$ cat config.mk
export PLATFORM = sky130hd
export DESIGN_NAME = snake_tick_sequencer
export DESIGN_NICKNAME = d
export VERILOG_FILES = /design/src/rtl/snake_pkg.sv /design/src/rtl/snake_dir_latch.sv /design/src/rtl/snake_tick_sequencer.sv
export SDC_FILE = /design/constraint.sdc
export NUM_CORES = 1
export LEC_CHECK = 0
export CORE_ASPECT_RATIO = 1.2
export CORE_UTILIZATION = 30
export DETAILED_ROUTE_END_ITERATION = 8
export GPL_ROUTABILITY_DRIVEN = 0
export PLACE_DENSITY = 0.45
export SYNTH_ARGS = -nofsm -noshare
export SYNTH_HDL_FRONTEND = slang
export SYNTH_SLANG_ARGS = --single-unit
$ cat constraint.sdc
create_clock -name clock -period 3.7 [get_ports clock]
set_input_delay 0.74 -clock clock [delete_from_list [all_inputs] [get_ports clock]]
set_output_delay 0.74 -clock clock [all_outputs]
set_load 0.01 [all_outputs]
$ cat src/rtl/snake_pkg.sv
// Shared types and constants for the snake movement controller.
// Direction codes match the movement datapath's 3-bit direction input.
package snake_pkg;

    localparam int IDX_W = 20;

    typedef enum logic [1:0] {
        IDLE,
        WAIT,
        SWEEP,
        OVER
    } seqState_t;

    typedef enum logic [2:0] {
        DIR_NONE  = 3'b000,
        DIR_UP    = 3'b001,
        DIR_DOWN  = 3'b010,
        DIR_LEFT  = 3'b011,
        DIR_RIGHT = 3'b100
    } dir_t;

    // True when b would make the snake turn straight back onto itself while moving in a.
    function automatic logic isReverse(input dir_t a, input dir_t b);
        logic result;
        result = 1'b0;
        case (a)
            DIR_UP:    result = (b == DIR_DOWN);
            DIR_DOWN:  result = (b == DIR_UP);
            DIR_LEFT:  result = (b == DIR_RIGHT);
            DIR_RIGHT: result = (b == DIR_LEFT);
            default:   result = 1'b0;
        endcase
        return result;
    endfunction

endpackage

$ cat src/rtl/snake_dir_latch.sv
// Button decode and pending-direction register: accepts a single pressed button
// unless it would reverse the direction the snake is currently moving in.
module snake_dir_latch
    import snake_pkg::*;
(
    input  logic clock,
    input  logic resetn,
    input  logic up,
    input  logic down,
    input  logic left,
    input  logic right,
    input  logic enable,
    input  dir_t currentDir,
    output dir_t pendingDir,
    output logic pressAccepted
);

    dir_t pressDir;

    // Chords and idle buttons decode to no press at all.
    always_comb begin
        pressDir = DIR_NONE;
        case ({up, down, left, right})
            4'b1000: pressDir = DIR_UP;
            4'b0100: pressDir = DIR_DOWN;
            4'b0010: pressDir = DIR_LEFT;
            4'b0001: pressDir = DIR_RIGHT;
            default: pressDir = DIR_NONE;
        endcase
    end

    assign pressAccepted = enable && (pressDir != DIR_NONE) && !isReverse(currentDir, pressDir);

    always_ff @(posedge clock or negedge resetn) begin
        if (!resetn) begin
            pendingDir <= DIR_NONE;
        end else if (pressAccepted) begin
            pendingDir <= pressDir;
        end
    end

endmodule

$ cat src/rtl/snake_tick_sequencer.sv
// Game-tick controller: divides the clock into ticks, sweeps the segment index
// over the snake once per tick, and tracks length, growth and game-over.
module snake_tick_sequencer #(
    parameter int TICK_DIV = 2500000,
    parameter int INIT_LEN = 3,
    parameter int MAX_LEN  = 64,
    parameter int IDX_W    = snake_pkg::IDX_W
) (
    input  logic             clock,
    input  logic             resetn,
    input  logic             Up,
    input  logic             Down,
    input  logic             Left,
    input  logic             Right,
    input  logic             grow,
    input  logic             collide,
    output logic [IDX_W-1:0] bitNum,
    output logic             segValid,
    output logic             dirUp,
    output logic             dirDown,
    output logic             dirLeft,
    output logic             dirRight,
    output logic             frameDone,
    output logic             gameOver,
    output logic [IDX_W-1:0] length
);
    import snake_pkg::*;

    localparam int               CNT_W     = (TICK_DIV > 1) ? $clog2(TICK_DIV) : 1;
    localparam logic [CNT_W-1:0] TICK_LAST = CNT_W'(TICK_DIV - 1);
    localparam logic [IDX_W-1:0] LEN_INIT  = IDX_W'(INIT_LEN);
    localparam logic [IDX_W-1:0] LEN_MAX   = IDX_W'(MAX_LEN);

    seqState_t        state;
    seqState_t        nextState;
    logic [CNT_W-1:0] tickCnt;
    logic [CNT_W-1:0] nextTickCnt;
    logic [IDX_W-1:0] nextBitNum;
    logic [IDX_W-1:0] nextLength;
    logic             nextSegValid;
    logic             nextFrameDone;
    logic             nextGameOver;
    logic             growPending;
    logic             nextGrowPending;
    logic             loadDir;
    logic             captureEn;
    logic             pressAccepted;
    dir_t             pendingDir;
    dir_t             curDir;

    assign captureEn = (state != OVER);

    snake_dir_latch uDirLatch (
        .clock         (clock),
        .resetn        (resetn),
        .up            (Up),
        .down          (Down),
        .left          (Left),
        .right         (Right),
        .enable        (captureEn),
        .currentDir    (curDir),
        .pendingDir    (pendingDir),
        .pressAccepted (pressAccepted)
    );

    always_ff @(posedge clock or negedge resetn) begin
        if (!resetn) begin
            state <= IDLE;
        end else begin
            state <= nextState;
        end
    end

    // A collision on the final index wins over completing the frame.
    always_comb begin
        nextState     = state;
        nextTickCnt   = tickCnt;
        nextBitNum    = bitNum;
        nextSegValid  = segValid;
        nextFrameDone = 1'b0;
        nextGameOver  = gameOver;
        loadDir       = 1'b0;
        unique case (state)
            IDLE: begin
                nextTickCnt = '0;
                if (pressAccepted) begin
                    nextState = WAIT;
                end
            end
            WAIT: begin
                if (tickCnt == TICK_LAST) begin
                    nextTickCnt  = '0;
                    nextBitNum   = '0;
                    nextSegValid = 1'b1;
                    loadDir      = 1'b1;
                    nextState    = SWEEP;
                end else begin
                    nextTickCnt = tickCnt + 1'b1;
                end
            end
            SWEEP: begin
                if (collide) begin
                    nextState    = OVER;
                    nextSegValid = 1'b0;
                    nextBitNum   = '0;
                    nextGameOver = 1'b1;
                end else if (bitNum == length - 1'b1) begin
                    nextState     = WAIT;
                    nextSegValid  = 1'b0;
                    nextBitNum    = '0;
                    nextFrameDone = 1'b1;
                end else begin
                    nextBitNum = bitNum + 1'b1;
                end
            end
            OVER: begin
                nextSegValid = 1'b0;
                nextGameOver = 1'b1;
            end
            default: begin
                nextState = IDLE;
            end
        endcase
    end

    // Length only moves in the frameDone cycle, which sits outside any sweep.
    always_comb begin
        nextLength      = length;
        nextGrowPending = growPending;
        if (state != OVER) begin
            if (frameDone && (growPending || grow)) begin
                nextLength      = (length >= LEN_MAX) ? length : length + 1'b1;
                nextGrowPending = 1'b0;
            end else if (grow) begin
                nextGrowPending = 1'b1;
            end
        end
    end

    always_ff @(posedge clock or negedge resetn) begin
        if (!resetn) begin
            tickCnt     <= '0;
            bitNum      <= '0;
            segValid    <= 1'b0;
            frameDone   <= 1'b0;
            gameOver    <= 1'b0;
            length      <= LEN_INIT;
            growPending <= 1'b0;
            curDir      <= DIR_NONE;
        end else begin
            tickCnt     <= nextTickCnt;
            bitNum      <= nextBitNum;
            segValid    <= nextSegValid;
            frameDone   <= nextFrameDone;
            gameOver    <= nextGameOver;
            length      <= nextLength;
            growPending <= nextGrowPending;
            if (loadDir) begin
                curDir <= pendingDir;
            end
        end
    end

    assign dirUp    = (curDir == DIR_UP);
    assign dirDown  = (curDir == DIR_DOWN);
    assign dirLeft  = (curDir == DIR_LEFT);
    assign dirRight = (curDir == DIR_RIGHT);

endmodule

==> impl_metrics.json <==
{
  "status": "finished clean",
  "drive_gt1_frac": 0.114,
  "routedWlPerCell_microns": 16.7,
  "rows": 49,
  "clkSlewWorstSetupHoldPaths_ns": 0.06,
  "max_stage_delay_ns": 0.50,
  "drtIter0Drc": 159,
  "yosysUniqueCellTypes": 73,
  "rrSetupSlack_ns": 0.47,
  "grt_pass1_wl_microns": 20900,
  "critical_path.cell_chain": "inv_1 -> ha_1 -> nor3b_2 -> a21boi_0 -> nor3b_1 -> nor4bb_1 -> nand4_4 -> nor4_4 -> buf_4 -> nor3_1",
  "fin_total_pwr_mw": 3.65,
  "grt_pass1_vias": 3952,
  "grt_usage": 0.169,
  "insertion_delay_ns": 0.35,
  "rsz0062_at_grt": "no",
  "die_area_sq_um": 16200,
  "drc": 0,
  "relSlewSlack": 0.340,
  "cp_slowest_cell": "nor4bb_1",
  "area_growth_syn_to_layout_pct": 21.2,
  "diodes": 0,
  "ys.flop_type": "dfrtp_1",
  "num-fill-cells": 1543,
  "drv_slew": 0,
  "syn_area_sq_um": 4690,
  "drtAntennaViolNets": 0,
  "finalSetupTns_ns": 0,
  "viasPerCell": 5.20,
  "instances_no_fill": 764,
  "layout_min_cycle_time_ns": 3.23,
  "antenna_found_initial": 0,
  "hp-class": "reg -> reg",
  "root_buffer": "clkbuf_16",
  "start_util": 0.310,
  "synth_cells": 511,
  "grt_overflow_total": 0,
  "routed_wl_microns": 12700,
  "regArea_sq_um": 1850,
  "path_class": "reg -> reg",
  "final_nets": 573,
  "syn_avg_cell_area_sq_um": 9.18,
  "finalHoldViolations": 0,
  "numCtsBuffers": 9,
  "clock-sinks": 74,
  "ctsResizeCount": 0,
  "synth_edf_count": 0,
  "htreeDepth": 3,
  "finalCritPeriodShare": 0.872,
  "dpl.hpwl_microns": 9010,
  "holdWs_ns": 0.467,
  "ios": 55,
  "cp-start-kind": "flop",
  "worstHoldStart": "length[11]",
  "die_x_microns": 116,
  "crit_start": "length[0]",
  "cp_max_fo": 15,
  "die_y_microns": 139,
  "setup_viol": 0,
  "crit_family": "simple AND/OR/NAND/NOR gates",
  "fmax_mhz": 310,
  "syn-num-nets": 529,
  "multi_input_area_sq_um": 2620,
  "drv_cap": 0,
  "cts_setup_buffers": 0,
  "vias": 3973,
  "ys_ff_latch": 74,
  "power_density_nw_per_um2": 641,
  "ys_warn_count": 0,
  "port_buffers": 54,
  "seq_area_frac_synth": 0.395,
  "cp_num_buf_inv": 2,
  "tightest_slew_ns": 0.991,
  "worst_setup_path_end_kind": "flop",
  "arrival_ns": 3.45,
  "p_leak_nw": 2.32,
  "fin_skew_ns": 0.0118,
  "clk_path_buf_depth": 2,
  "grt_max_degree": 75,
  "synthArstFlopShare": 1.00,
  "cts_tree": "built",
  "required_ns": 3.93,
  "dr.pass1.iters": 6,
  "placedCellCount": 748,
  "peakVddDrop_uv": 251,
  "worstReg2RegStart": "length[0]",
  "core_area_sq_um": 15100,
  "final_util": 0.376,
  "hold_buffers": 0
}
[cells in the mapped netlist (5+ instances only)]
| master | number | area (sq um) |
|---|---|---|
| nor3_2 | 10 | 100 |
| nand2_1 | 44 | 165 |
| ha_1 | 10 | 125 |
| inv_1 | 10 | 37.5 |
| nand3_1 | 18 | 90.1 |
| xor2_1 | 19 | 166 |
| nor3b_1 | 5 | 37.5 |
| buf_6 | 7 | 78.8 |
| nor4_1 | 8 | 50.1 |
| nor2_1 | 37 | 139 |
| nor3_1 | 29 | 145 |
| xnor2_1 | 24 | 210 |
| nand4_1 | 15 | 93.8 |
| o21ai_0 | 49 | 245 |
| and3_1 | 11 | 68.8 |
| nor2b_1 | 5 | 31.3 |
| nand3b_1 | 6 | 45.0 |
| a21oi_1 | 9 | 45.0 |
| clkbuf_1 | 22 | 82.6 |
| dfrtp_1 | 72 | 1800 |
| a31oi_1 | 7 | 43.8 |
| and2_1 | 5 | 31.3 |
[sequential cells by signal, indices dropped and copies added, names as in the netlist]
signal and count:
segValid 1, gameOver 1, curDir 3, tickCnt 22, uDirLatch.pendingDir 3, frameDone 1, state 2, length 20
bitNum 20, growPending 1
[through the flow]
step | setup WS, ns | cell area [sq um]
2_1_floorplan | 0.735 | 4690
3_3_place_gp | 0.412 | 5390
3_5_place_dp | 0.351 | 5390
4_1_cts | 0.410 | 5690
5_1_grt | 0.134 | 5690
6_report | 0.473 | 5690
[layer usage]
metal | track usage | share of wire
met4 | 0.0769 | 0.025
met2 | 0.280 | 0.50
met3 | 0.0306 | 0.030
met1 | 0.209 | 0.45
met5 | 0 | 0
[final cells by class]
type | count | share of cell area
Multi-Input combinational cell | 394 | 0.460
Tap cell | 204 | 0.0449
Sequential cell | 74 | 0.326
Clock inverter | 5 | 0.00967
Clock buffer | 11 | 0.0427
Inverter | 10 | 0.00660
Timing Repair Buffer | 66 | 0.110
[cells in the final DEF, fill, tap and decap left out, types with 7 or more instances in the layout]
| master | instances |
|---|---|
| a21oi_1 | 9 |
| clkbuf_16 | 9 |
| nand3_1 | 18 |
| nor3_1 | 29 |
| a31oi_1 | 7 |
| nand4_1 | 15 |
| xnor2_1 | 24 |
| clkdlybuf4s50_1 | 53 |
| nor3_2 | 10 |
| o21ai_0 | 49 |
| nand2_1 | 44 |
| xor2_1 | 19 |
| buf_4 | 13 |
| and3_1 | 11 |
| inv_1 | 10 |
| dfrtp_1 | 72 |
| nor4_1 | 8 |
| nor2_1 | 37 |
| ha_1 | 10 |
[worst paths after layout]
path / cells past startpoint / end
worst min-delay path: 0 / length[11]
min in group asynchronous: 1 / uDirLatch.pendingDir[0]
worst min register to register: 0 / length[11]
worst max-delay path: 10 / bitNum[13]
max in group asynchronous: 1 / bitNum[3]
worst max register to register: 10 / bitNum[13]
[logic make-up after synthesis]
logic type,Yosys count,share of synthesized area
buf+inv,43,0.0472
xor+xnor,43,0.0802
simple gates,229,0.289
fa+ha+maj,10,0.0267
mux,8,0.0181
flops,74,0.395
compound gates,104,0.143
[power by group]
part           internal (mW)  total [mW]  switching [mW]  leakage, nW
registers              0.962        1.24           0.274        0.998
clock network          0.538       0.892           0.353        0.142
logic                  0.698        1.52           0.824         1.18
total                   2.20        3.65            1.45         2.32
Note: power is estimated with default switching activity, not from simulation.
